## config.mk

```make
export PLATFORM = sky130hd
export DESIGN_NAME = hazard_scoreboard
export DESIGN_NICKNAME = d
export VERILOG_FILES = /design/src/rtl/hazard_scoreboard.sv
export SDC_FILE = /design/constraint.sdc
export NUM_CORES = 1
export LEC_CHECK = 0
export ABC_AREA = 0
export ABC_CLOCK_PERIOD_IN_PS = 6800
export BUFFER_PORTS_ARGS = -buffer_cell sky130_fd_sc_hd__buf_2
export CAP_MARGIN = 20
export CORE_MARGIN = 5
export CORE_UTILIZATION = 52
export CTS_CLUSTER_SIZE = 10
export DETAILED_ROUTE_END_ITERATION = 8
export GPL_TIMING_DRIVEN = 0
export PLACE_DENSITY = 0.79
export SLEW_MARGIN = 20
export SYNTH_ARGS = -nofsm -noshare
export SYNTH_HDL_FRONTEND = slang
export SYNTH_SLANG_ARGS = --single-unit
```

## constraint.sdc

```tcl
create_clock -name clk -period 6.8 [get_ports clk]
set_clock_uncertainty 0.15 [all_clocks]
set_input_delay 0.34 -clock clk [delete_from_list [all_inputs] [get_ports clk]]
set_output_delay 0.34 -clock clk [all_outputs]
set_load 0.02 [all_outputs]
```

## src/rtl/hazard_scoreboard.sv

```systemverilog
// Hazard scoreboard for the D->E pipeline register of a 5-stage MIPS pipeline.
// Keeps a shadow {A3, we, Tnew} copy of the writers in E, M and W. From that copy
// and the D-stage Tuse/address bundle it derives stall/clr and the D forward selects.
module hazard_scoreboard #(
    parameter int unsigned CNT_W     = 16,
    parameter logic [1:0]  TUSE_NONE = 2'd3
) (
    input  logic             clk,
    input  logic             reset,
    input  logic [4:0]       D_rsad,
    input  logic [4:0]       D_rtad,
    input  logic [1:0]       D_rs_Tuse,
    input  logic [1:0]       D_rt_Tuse,
    input  logic [4:0]       D_A3,
    input  logic             D_regwe,
    input  logic [1:0]       D_Tnew,
    output logic             stall,
    output logic             E_clr,
    output logic [1:0]       D_rs_fwd,
    output logic [1:0]       D_rt_fwd,
    output logic [CNT_W-1:0] stall_cnt
);

    logic [4:0]       e_a3_q, m_a3_q, w_a3_q;
    logic             e_we_q, m_we_q, w_we_q;
    logic [1:0]       e_tnew_q, m_tnew_q, w_tnew_q;
    logic [CNT_W-1:0] stall_cnt_q;

    logic             stall_rs, stall_rt;

    function automatic logic [1:0] sat_dec(input logic [1:0] x);
        return (x == 2'd0) ? 2'd0 : x - 2'd1;
    endfunction

    // The youngest matching writer decides; it must already hold its result (Tnew==0).
    function automatic logic [1:0] fwd_sel(
        input logic [4:0] ad,
        input logic       e_we, input logic [4:0] e_a3, input logic [1:0] e_tnew,
        input logic       m_we, input logic [4:0] m_a3, input logic [1:0] m_tnew,
        input logic       w_we, input logic [4:0] w_a3
    );
        logic [1:0] sel;
        sel = 2'd0;
        if (ad == 5'd0) begin
            sel = 2'd0;
        end else if (e_we && (e_a3 == ad)) begin
            sel = (e_tnew == 2'd0) ? 2'd1 : 2'd0;
        end else if (m_we && (m_a3 == ad)) begin
            sel = (m_tnew == 2'd0) ? 2'd2 : 2'd0;
        end else if (w_we && (w_a3 == ad)) begin
            sel = 2'd3;
        end
        return sel;
    endfunction

    // A read stalls when the youngest matching writer in E or M is not ready in time.
    function automatic logic need_stall(
        input logic [4:0] ad, input logic [1:0] tuse,
        input logic       e_we, input logic [4:0] e_a3, input logic [1:0] e_tnew,
        input logic       m_we, input logic [4:0] m_a3, input logic [1:0] m_tnew
    );
        logic st;
        st = 1'b0;
        if ((ad != 5'd0) && (tuse != TUSE_NONE)) begin
            if (e_we && (e_a3 == ad)) begin
                st = (e_tnew > tuse);
            end else if (m_we && (m_a3 == ad)) begin
                st = (m_tnew > tuse);
            end
        end
        return st;
    endfunction

    // Stall and forward decode from shadow state and the D bundle.
    always_comb begin
        stall_rs = need_stall(D_rsad, D_rs_Tuse, e_we_q, e_a3_q, e_tnew_q,
                              m_we_q, m_a3_q, m_tnew_q);
        stall_rt = need_stall(D_rtad, D_rt_Tuse, e_we_q, e_a3_q, e_tnew_q,
                              m_we_q, m_a3_q, m_tnew_q);
        stall    = stall_rs | stall_rt;
        E_clr    = stall;
        D_rs_fwd = 2'd0;
        D_rt_fwd = 2'd0;
        if (!stall) begin
            D_rs_fwd = fwd_sel(D_rsad, e_we_q, e_a3_q, e_tnew_q, m_we_q, m_a3_q, m_tnew_q,
                               w_we_q, w_a3_q);
            D_rt_fwd = fwd_sel(D_rtad, e_we_q, e_a3_q, e_tnew_q, m_we_q, m_a3_q, m_tnew_q,
                               w_we_q, w_a3_q);
        end
    end

    // Shadow pipeline advance and saturating stall counter.
    always_ff @(posedge clk) begin
        if (!reset) begin
            e_a3_q      <= 5'd0;
            e_we_q      <= 1'b0;
            e_tnew_q    <= 2'd0;
            m_a3_q      <= 5'd0;
            m_we_q      <= 1'b0;
            m_tnew_q    <= 2'd0;
            w_a3_q      <= 5'd0;
            w_we_q      <= 1'b0;
            w_tnew_q    <= 2'd0;
            stall_cnt_q <= '0;
        end else begin
            if (stall) begin
                e_a3_q   <= 5'd0;
                e_we_q   <= 1'b0;
                e_tnew_q <= 2'd0;
            end else begin
                e_a3_q   <= D_A3;
                e_we_q   <= D_regwe && (D_A3 != 5'd0);
                e_tnew_q <= D_Tnew;
            end
            m_a3_q   <= e_a3_q;
            m_we_q   <= e_we_q;
            m_tnew_q <= sat_dec(e_tnew_q);
            w_a3_q   <= m_a3_q;
            w_we_q   <= m_we_q;
            w_tnew_q <= sat_dec(m_tnew_q);
            if (stall && (stall_cnt_q != {CNT_W{1'b1}})) begin
                stall_cnt_q <= stall_cnt_q + 1'b1;
            end
        end
    end

    assign stall_cnt = stall_cnt_q;

endmodule

```

# Word level (Yosys, flattened, before mapping)

Cells that the tools add are included.
W data, S select, Z words.

Bits in registers: 38
Input bits: 24
Output and inout bits: 22
Word-level logic and storage cells: 63

Add/sub/neg operators: 2
$lt $le $gt $ge: 4
Equal/unequal tests: 9
Mux-type cells: 18
Bitwise operators: 2
Reduce and logical (&&, ||, !) cells: 19

Operators with widths:

| cell                    | number |
|---|---|
| $eq A5 B5 Y1            | 6 |
| $mux W2                 | 11 |
| $add A16 B1 Y16 const B | 1 |
| $ne A16 B16 Y1 const B  | 1 |
| $reduce_bool A5 Y1      | 3 |
| $logic_and A1 B1 Y1     | 10 |
| $logic_not A5 Y1        | 2 |
| $gt A2 B2 Y1            | 4 |
| $mux W1                 | 7 |
| $logic_not A2 Y1        | 2 |
| $ne A2 B2 Y1 const B    | 2 |
| $reduce_or A2 Y1        | 2 |
| $sub A2 B1 Y2 const B   | 1 |
| $not A1 Y1              | 1 |
| $or A1 B1 Y1            | 1 |

# Longest topological paths before layout

Word-level depth: 7
Mapped depth: 11
Gate-level depth less buffers: 10

# Worst setup path before layout

OpenSTA, ideal clock, no wires.

Path type: input to output
Start: input port D_rt_Tuse[1]
End: output port D_rt_fwd[1]
Data arrival time: 2.459 ns
Required time: 6.310 ns
Slack: 3.851 ns
Stages on the path: 10
Path buffers: 1
Cell sequence: inv_1 > ha_1 > nor2b_1 > a2bb2oi_1 > or4_1 > o211ai_2 > and2_4 > buf_6 > inv_2 > nor4_1

Cells in the longest elaborated chain, start to end: 6
Elaborated cells between the ends (all ways): 9

RTL lines:

| item               | line | source |
|---|---|---|
| start: declaration | 13   | `input logic [1:0] D_rt_Tuse,` |
| $gt A2 B2 Y1       | 68   | `st = (m_tnew > tuse);` |
| $mux W1            | 67   | `end else if (m_we && (m_a3 == ad)) begin` |
| $mux W1            | 65   | `if (e_we && (e_a3 == ad)) begin` |
| $mux W1 *          | 64   | `if ((ad != 5'd0) && (tuse != TUSE_NONE)) begin` |
| $or A1 B1 Y1 *     | 80   | `stall = stall_rs \| stall_rt;` |
| named net E_clr    | 18   | `output logic E_clr,` |
| $mux W2 *          | 84   | `if (!stall) begin` |
| end: declaration   | 20   | `output logic [1:0] D_rt_fwd,` |

The timed path passes the listed nets; every way through them passes the cells marked *.

# Final worst setup path

Start: register e_tnew_q[1]
End: output port D_rs_fwd[1]

Cells in the longest elaborated chain, start to end: 5
Elaborated cells between the ends (all ways): 8

RTL lines:

| item                     | line | source |
|---|---|---|
| start: declaration       | 26   | `logic [1:0] e_tnew_q, m_tnew_q, w_tnew_q;` |
| start signal: assignment | 113  | `e_tnew_q <= D_Tnew;` |
| $gt A2 B2 Y1             | 66   | `st = (e_tnew > tuse);` |
| $mux W1                  | 65   |  |
| $mux W1                  | 64   |  |
| $or A1 B1 Y1 *           | 80   |  |
| $mux W2 *                | 84   |  |
| end: declaration         | 19   | `output logic [1:0] D_rs_fwd,` |

Every way passes the cells marked *; elsewhere a longest branch is shown, timed or not.

==> run summary <==
CTS tree: done
largest net degree at the start of global routing: 14
nets: 330
Starting Density: 53.7%
Layout area overhead: 18.6%
DR pass1 iterations: 4
CP delay by family, top: simple AND/OR/NAND/NOR gates
# IOs: 46
Final TNS setup: 0 ns
switching power of the nets: 119 uW
initial antenna violation count: 0
Worst EP arrival: 2.64 ns
Die X-Extent: 74.5 um
synthesized instance count: 244
Overflow after GRT: 0
synth warn: 0
area of the mapped netlist: 2160 um2
CTS buffer count: 5
Worst Setup Start Kind: flop
hold buffers post-CTS: 0
slew margin rel.: 49.7%
Crit Path Category: reg2out
HPWL after detailed placement: 3.92 mm
Critical Path RT: 6.31 ns
Max Root-Sink Buffers: 2
Synth Net Count: 278
maxcap violations: 0
clk_lat worst skew: 0.29 ns
first-pass GRT wire length: 8.60 mm
most frequent CP cell: buf_2
most frequent cells in the layout: 46 x buf_2, 38 x dfxtp_1, 17 x xnor2_1, 17 x nand2_1
Tmin final: 3.13 ns
H-tree depth: 2
Routed Wire Length: 5.11 mm
Cell Chain, Critical Path: ha_1 > nor2b_1 > a2bb2oi_1 > or4_1 > o211ai_2 > and2_4 > buf_6 > buf_2 > nand2_1 > nor3_1 > buf_2
Worst Path Max Fanout: 10
DRT antenna net count: 0
Synth area leaders: dfxtp_1 35%, xnor2_1 6.9%, ha_1 5.8%
antenna diode count: 0
Routed WL per cell: 14.7 um
max-slew violations: 0
CP peak stage delay: 0.41 ns
pre-CTS WS: 3.78 ns
Core Util, Final: 63.6%
commonest non-fill, non-tap cell in the layout: buf_2
# Post-CTS Setup Buffers: 0
Fmax achieved: 319 MHz
post-synth top area share: 35.2%
routability cong.: 0.899
#FFs+latches synth: 38
Logic pwr share: 11.4%
sequential share of power: 48.5%
PwrDens: 188 nW/um2
slowest cell on the critical path: or4_1
period utilization: 46.1%
switching part of the total: 24.6%
Max IR drop VDD: 0.000112 V
internal power: 364 uW
unique cell type count in the Yosys netlist: 43
register area share after synthesis: 35.2%
Syn Area/Cell: 8.86 um2
setup slack after layout: 3.67 ns
DR iter-0 viols: 154
EDFF count, synth: 0
Clock Sinks: 38
leading area contributor after synthesis: dfxtp_1
Main synth FF type: dfxtp_1
Core Area: 4030 um2
Total Die Area: 5550 um2
clk root buf: clkbuf_8
share of post-route cells with drive strength above 1: 22.2%
Leak: 1.11 nW
Critical Path Sink Type: output port
Clock power frac: 40.0%
RSZ-0062 raised after global routing: no
final hold violation count: 0
cts repair resizes: 0
Worst-path clk slew: 0.07 ns
vias in the first global route: 1,853
post-DR vias/cell: 5.55
Worst Path Buf+Inv: 3
Residual DRC: 0
outcome: complete, no violations
Worst-Margin Slew: 0.749 ns
fraction of registers with async set/reset: 0%
routed vias: 1,927
gr usage total: 20.4%
buffers added on ports: 45
Die Span Y: 74.5 um
# setup viols final: 0
row count: 23
worst hold path type: in2reg
[cells by family (layout without fill, tap and decap cells)]
logic type,Yosys count,count (layout),share of synthesized area (%)
AND/OR/NAND/NOR,110,110,29.9
flip-flops,38,38,35.2
XOR/XNOR,31,31,12.6
AO/OA/AOI/OAI,30,30,9.32
buffers and inverters,18,71,4.05
adder cells (fa/ha/maj),10,10,5.79
multiplexers,7,7,3.24
[area by class of cell]
| type | instances | area [um2] |
|---|---|---|
| Fill cell | 357 | 1470 |
| Clock buffer | 5 | 68.8 |
| Clock inverter | 3 | 45.0 |
| Inverter | 10 | 37.5 |
| Sequential cell | 38 | 761 |
| Timing Repair Buffer | 45 | 225 |
| Multi-Input combinational cell | 188 | 1310 |
| Buffer | 8 | 50.0 |
| Tap cell | 50 | 62.6 |
[metrics by stage]
step	total power, mW	hold slack (ns)	cells	instance area [um2]
final	0.482	0.123	347	2560
after global routing	0.507	0.120	347	2560
after CTS	0.486	0.119	347	2560
after detailed placement	0.295	0.256	339	2450
after global placement	0.293	0.253	339	2450
after floorplan	0.273	0.242	244	2160
[registers in the layout, indices dropped and copies added (netlist names)]
signal	count
m_a3_q	5
e_tnew_q	2
m_we_q	1
m_tnew_q	2
e_we_q	1
w_we_q	1
stall_cnt	16
e_a3_q	5
w_a3_q	5
[worst paths after layout]
check / startpoint / endpoint / slack [ns] / cells past startpoint
max: e_tnew_q[1]$_SDFF_PP0_ / D_rs_fwd[1] / 3.67 / 11
min: D_Tnew[0] / e_tnew_q[0]$_SDFF_PP0_ / 0.12 / 2
max reg2reg: stall_cnt[3]$_SDFFE_PN0P_ / stall_cnt[5]$_SDFFE_PN0P_ / 4.30 / 7
min reg2reg: e_tnew_q[0]$_SDFF_PP0_ / m_tnew_q[0]$_SDFF_PP0_ / 0.26 / 1
[power by group through the flow]
stage	Clock [mW]	Combinational, mW	Sequential [mW]
after floorplan	0	0.0353	0.238
after global routing	0.208	0.0631	0.235
final	0.193	0.0551	0.234
after global placement	0	0.0539	0.239
after detailed placement	0	0.0556	0.239
after CTS	0.196	0.0559	0.234
[synth_stat cells, types with 2 or more instances]
cell	instances
a2bb2oi_1	2
nor4_2	2
nand2_1	17
dfxtp_1	38
nor2_1	14
ha_1	10
xor2_1	14
clkbuf_1	4
o31ai_1	5
and4_1	4
nor3_1	7
nor2b_1	3
xnor2_1	17
nand2b_1	6
and3_1	12
o21ai_0	3
buf_6	2
inv_1	9
or4_1	6
nand3_1	8
mux2i_1	7
and2_1	14
a21oi_1	13
nor4_1	3
or3_1	3
nand4_1	4
[per-layer routing]
layer	wire [um]	vias to the layer above	GRT usage (%)
met4	81	0	7.91
met3	352	7	5.00
met1	2310	893	26.5
met5	0	-	0
li1	-	971	-
met2	2360	56	32.5
(Power assumes the default switching activity.)
